### src/rtl/fifo_packetizer.sv
// Pops FIFO words and frames them as AXI4-Stream: one sequence header, then payload.
// Define FIFO_PACKETIZER_STATS_EN to add the frames_sent / stall_cycles counters.
module fifo_packetizer #(
  parameter int DATA_WIDTH    = 64,
  parameter int PAYLOAD_WORDS = 1024,
  parameter int SEQ_WIDTH     = 48
) (
  input  logic                  clk,
  input  logic                  rst,
  input  logic                  fifo_empty,
  output logic                  fifo_re,
  input  logic [DATA_WIDTH-1:0] fifo_dout,
  output logic [DATA_WIDTH-1:0] m_axis_tdata,
  output logic                  m_axis_tvalid,
  input  logic                  m_axis_tready,
`ifdef FIFO_PACKETIZER_STATS_EN
  output logic                  m_axis_tlast,
  output logic [31:0]           frames_sent,
  output logic [31:0]           stall_cycles
`else
  output logic                  m_axis_tlast
`endif
);

  localparam int CW = $clog2(PAYLOAD_WORDS + 1);

  typedef enum logic [1:0] {
    IDLE,
    HEADER,
    PAYLOAD
  } state_t;

  state_t                state;
  logic [SEQ_WIDTH-1:0]  seq;
  logic [CW-1:0]         req_cnt;
  logic [CW-1:0]         out_cnt;
  logic [DATA_WIDTH-1:0] sk0;
  logic [DATA_WIDTH-1:0] sk1;
  logic [1:0]            occ;
  logic                  inflight;
  logic                  pop_out;
  logic [1:0]            occ_after;
  logic [1:0]            pending;

  assign pop_out = (state == PAYLOAD)
                && (occ != 2'd0)
                && m_axis_tready;

  // Occupancy after this cycle's handshake keeps 1 word/cycle sustainable.
  assign occ_after = occ - {1'b0, pop_out};
  assign pending   = occ_after + {1'b0, inflight};

  assign fifo_re = !fifo_empty
                && (state != IDLE)
                && (req_cnt < CW'(PAYLOAD_WORDS))
                && (pending < 2'd2);

  assign m_axis_tvalid = (state == HEADER)
                      || ((state == PAYLOAD) && (occ != 2'd0));

  assign m_axis_tlast = (state == PAYLOAD)
                     && (occ != 2'd0)
                     && (out_cnt == CW'(PAYLOAD_WORDS - 1));

  assign m_axis_tdata = (state == HEADER) ?
                        DATA_WIDTH'(seq) : sk0;

  always_ff @(posedge clk) begin
    if (!rst) begin
      state    <= IDLE;
      seq      <= '0;
      req_cnt  <= '0;
      out_cnt  <= '0;
      sk0      <= '0;
      sk1      <= '0;
      occ      <= 2'd0;
      inflight <= 1'b0;
    end else begin
      inflight <= fifo_re;
      if (fifo_re) req_cnt <= req_cnt + 1'b1;

      unique case ({inflight, pop_out})
        2'b10: begin
          if (occ == 2'd0) sk0 <= fifo_dout;
          else             sk1 <= fifo_dout;
          occ <= occ + 2'd1;
        end
        2'b01: begin
          sk0 <= sk1;
          occ <= occ - 2'd1;
        end
        2'b11: begin
          if (occ == 2'd1) begin
            sk0 <= fifo_dout;
          end else begin
            sk0 <= sk1;
            sk1 <= fifo_dout;
          end
        end
        default: ;
      endcase

      unique case (state)
        IDLE: begin
          if (!fifo_empty) state <= HEADER;
        end
        HEADER: begin
          if (m_axis_tready) state <= PAYLOAD;
        end
        PAYLOAD: begin
          if (pop_out) begin
            if (m_axis_tlast) begin
              seq     <= seq + 1'b1;
              out_cnt <= '0;
              req_cnt <= '0;
              state   <= IDLE;
            end else begin
              out_cnt <= out_cnt + 1'b1;
            end
          end
        end
        default: state <= IDLE;
      endcase
    end
  end

`ifdef FIFO_PACKETIZER_STATS_EN
  always_ff @(posedge clk) begin
    if (!rst) begin
      frames_sent  <= '0;
      stall_cycles <= '0;
    end else begin
      if (pop_out && m_axis_tlast)
        frames_sent <= frames_sent + 32'd1;
      if ((state == PAYLOAD) && (occ == 2'd0)
          && (stall_cycles != '1))
        stall_cycles <= stall_cycles + 32'd1;
    end
  end
`endif

endmodule

### config.mk
export PLATFORM = sky130hd
export DESIGN_NAME = fifo_packetizer
export DESIGN_NICKNAME = d
export VERILOG_FILES = /design/src/rtl/fifo_packetizer.sv
export SDC_FILE = /design/constraint.sdc
export NUM_CORES = 1
export LEC_CHECK = 0
export CAP_MARGIN = 20
export CORE_MARGIN = 5
export CORE_UTILIZATION = 45
export CTS_CLUSTER_DIAMETER = 200
export CTS_CLUSTER_SIZE = 40
export DETAILED_ROUTE_END_ITERATION = 12
export HOLD_SLACK_MARGIN = 0.05
export PLACE_DENSITY = 0.71
export SLEW_MARGIN = 20
export SYNTH_ARGS = -nofsm -noshare
export SYNTH_HDL_FRONTEND = slang
export SYNTH_SLANG_ARGS = --single-unit
### constraint.sdc
create_clock -name clk -period 7.1 [get_ports clk]
set_input_delay 1.42 -clock clk [delete_from_list [all_inputs] [get_ports clk]]
set_output_delay 1.42 -clock clk [all_outputs]
set_load 0.01 [all_outputs]
==> impl_metrics.py <==
metrics = {
    "critical_path": {
        "rr_startpoint": "occ[1]",
        "crit_path_top_delay_cell": "clkdlybuf4s50_1",
        "path_cells": "clkdlybuf4s50_1 -> and4bb_1 -> inv_4 -> ha_1 -> nor2b_1 -> xnor2_1 -> xnor2_1 -> buf_4 -> nor2_1 -> clkdlybuf4s50_1",
        "cp_top_family": "buffers and inverters",
        "crit_path_start_kind": "primary input",
        "critical_path.reg2reg.endpoint": "sk0[48]",
        "end_kind": "output port",
        "critPathMaxFanout": 15,
        "cp.required_ns": 5.68,
        "reg2reg_depth": 11,
        "critPathKind": "primary input to output port",
        "cp.arrival_ns": 4.22,
        "max_stage_delay_ns": 0.56,
        "worst-path-buf-inv": 4,
        "r2r_slack_ns": 3.48,
    },
    "sta": {
        "hold_viol": 0,
        "timing.final.crit_share_pct": 79.42,
        "worstMarginPinSlew_ns": 1.141,
        "rsz0062_at_grt": "no",
        "maxSlewViolCount": 0,
        "fin_crit_ns": 5.639,
        "finalSetupViolCount": 0,
        "fmax_mhz": 177.3,
        "slew-limit-headroom_pct": 23.94,
        "fin_setup_tns_ns": 0,
        "clock_skew_ns": 0.07700,
    },
    "yosys": {
        "netlist_area_sq_um": 9259,
        "ys_ff_latch": 203,
        "yosysWarnings": 0,
        "async_flop_share_pct": 0,
        "synthSimpleGateAreaFrac_pct": 22.73,
        "synthCells": 1083,
        "syn_area_per_cell_sq_um": 8.549,
        "ys_types": 51,
        "synth_edf_count": 0,
        "synth_mux_area_share_pct": 12.22,
        "synth_top_family_by_area": "simple AND/OR/NAND/NOR gates",
        "synth_ff_type": "dfxtp_1",
        "yosysSeqAreaShare_pct": 43.89,
        "synth_fp_nets": 1157,
        "synth_compound_area_share_pct": 13.36,
        "synth-adder-area-share_pct": 0.8108,
        "synthXorXnorAreaFrac_pct": 3.311,
    },
    "power": {
        "p_switching_uw": 528.8,
        "p_int_mw": 1.551,
        "p_total_mw": 2.080,
        "p_per_area_nw_per_um2": 188.6,
        "peakVddDrop_uv": 271.7,
        "clkPwrFrac_pct": 29.2,
        "p_leak_nw": 4.052,
        "seq_power_share_pct": 57.6,
        "switching_share_pct": 25.42,
        "power_frac_comb_pct": 13.1,
    },
    "floorplan": {
        "start_util_pct": 45.76,
        "die_h_um": 153.4,
        "fp-row-count": 52,
        "die_x_um": 153.4,
        "pin_count": 135,
        "design.die.area_sq_um": 23540,
        "core_sq_um": 20230,
    },
    "clock_network": {
        "post-cts-setup-buffer-count": 0,
        "clk_latency_ns": 0.49,
        "cts.sinks": 203,
        "cts_made_buffers": 9,
        "cts_tree": "built",
        "cts-htree-levels": 1,
        "path_clk_slew_ns": 0.14,
        "clk_path_buf_depth": 3,
        "ctsResizeCount": 0,
        "cts_root_buffer": "clkbuf_16",
        "cts_hold_buf": 0,
    },
    "cells_and_area": {
        "num-nets-final": 1243,
        "drive_gt1_share_pct": 7.106,
        "areaGrowthSynthToFinish_pct": 19.09,
        "diodes": 0,
    },
    "drt": {
        "vias": 7831,
        "drt_iter0_drc": 324,
        "routed_wl_mm": 22.65,
        "vias_per_cell": 5.446,
        "drt_first_pass_iters": 4,
        "post-route-drc-count": 0,
        "antenna_left": 0,
        "wl_per_cell_um": 15.75,
    },
    "flow_run": {
        "drv_cap": 0,
    },
    "worst_hold_path": {
        "hold_end": "sk1[61]",
        "min_path_type": "flip-flop to flip-flop",
        "hp-start": "sk1[61]",
        "min_delay_path_depth": 2,
    },
    "global_routing": {
        "antenna_found_initial": 1,
        "grt_usage_pct": 18.34,
        "grt_start_max_net_pins": 98,
        "grt_pass1_vias": 7383,
        "grt_pass1_wl_mm": 36.83,
        "grt_overflow": 0,
    },
    "placed_design": {
        "io_buffers": 134,
        "dp_hpwl_mm": 14.80,
        "place_congestion": 0.7915,
    },
    "outcome": {
        "status": "complete, no violations",
    },
}
placed cells by master (no fill, tap or decap), drive strengths merged, types with 31 or more instances in the layout:
cell type	n
a211oi	65
a21oi	96
clkdlybuf4s50	134
dfxtp	203
mux2	40
mux2i	68
nand2	175
nand4	31
nor2	109
o21ai	34
logic make-up (layout without fill, tap and decap cells):
group / Yosys count / after routing
AOI/OAI and AO/OA: 207 / 207
xor gates and xnor gates: 35 / 35
adders and majority gates: 6 / 6
buffers and inverters: 83 / 168
DFF: 203 / 203
muxes: 108 / 108
and+or+nand+nor: 441 / 441
power by group through the flow:
stage	combinational [mW]	sequential, mW	clock (mW)
global route	0.300	1.20	0.662
global placement	0.272	1.22	0
CTS	0.276	1.20	0.628
floorplan	0.155	1.22	0
finish	0.273	1.20	0.608
detailed placement	0.275	1.22	0
cells in the mapped netlist, types with 3 or more instances:
cell	n	area (sq um)
a211oi_1	65	488.0
a21oi_1	96	480.5
and2_1	21	131.4
and4_1	4	35.03
buf_2	6	30.03
clkbuf_1	59	221.5
dfxtp_1	203	4064
ha_1	6	75.07
inv_1	12	45.04
mux2_2	40	450.4
mux2i_1	68	680.7
nand2_1	174	653.1
nand3_1	28	140.1
nand4_1	30	187.7
nor2_1	108	405.4
nor2b_1	3	18.77
nor3_1	11	55.05
nor4_1	7	43.79
o21ai_0	34	170.2
o31ai_1	4	30.03
or2_2	5	31.28
or3_1	27	168.9
or4_1	6	45.04
xnor2_1	15	131.4
xor2_1	20	175.2
final cells by class:
type	count	area, sq um
flip-flops and latches	203	4064
multi-input cells	797	4893
clock buffers	9	225.2
clock inverters	1	30.03
fillers	1902	9208
repair buffers	144	1416
inverters	14	60.06
well taps	270	337.8
per-layer routing:
layer	track usage (%)	vias up	wire, um	share of wire (%)
met5	0	-	18	0.079
met3	4.241	26	1211	5.3
met4	3.532	2	386	1.7
met1	24.19	3682	10320	46
met2	31.07	150	10720	47
li1	-	3971	-	-
flip-flops by register name, indices dropped and copies added (netlist names):
name / count
out_cnt: 11
seq: 48
sk0: 64
occ: 2
req_cnt: 11
inflight: 1
state: 2
sk1: 64
worst min-delay path: cells and delay by family (launching register included):
| kind | cells | cell delay, ns |
|---|---|---|
| flip-flops | 1 | 0.33 |
| AO/OA/AOI/OAI | 1 | 0.05 |
| AND/OR/NAND/NOR | 1 | 0.05 |
per-stage QoR:
step	setup slack [ns]	utilization, %	hold WS [ns]	std cells	area [sq um]
after floorplan	2.608	-	0.4357	1083	9259
after CTS	1.468	54.50	0.4645	1438	11030
final	1.461	54.50	0.4615	1438	11030
after global routing	1.295	54.50	0.4825	1438	11030
after detailed placement	1.476	53.23	0.4456	1428	10770
after global placement	1.515	53.23	0.4405	1428	10770
worst max-delay path by stage:
stage / from / to / cells after the start
finish: m_axis_tready / fifo_re / 10
global route: m_axis_tready / fifo_re / 10
CTS: m_axis_tready / fifo_re / 10
detailed placement: m_axis_tready / fifo_re / 10
global placement: m_axis_tready / fifo_re / 10
floorplan: m_axis_tready / fifo_re / 9
Note: power is estimated with default switching activity, not from simulation.
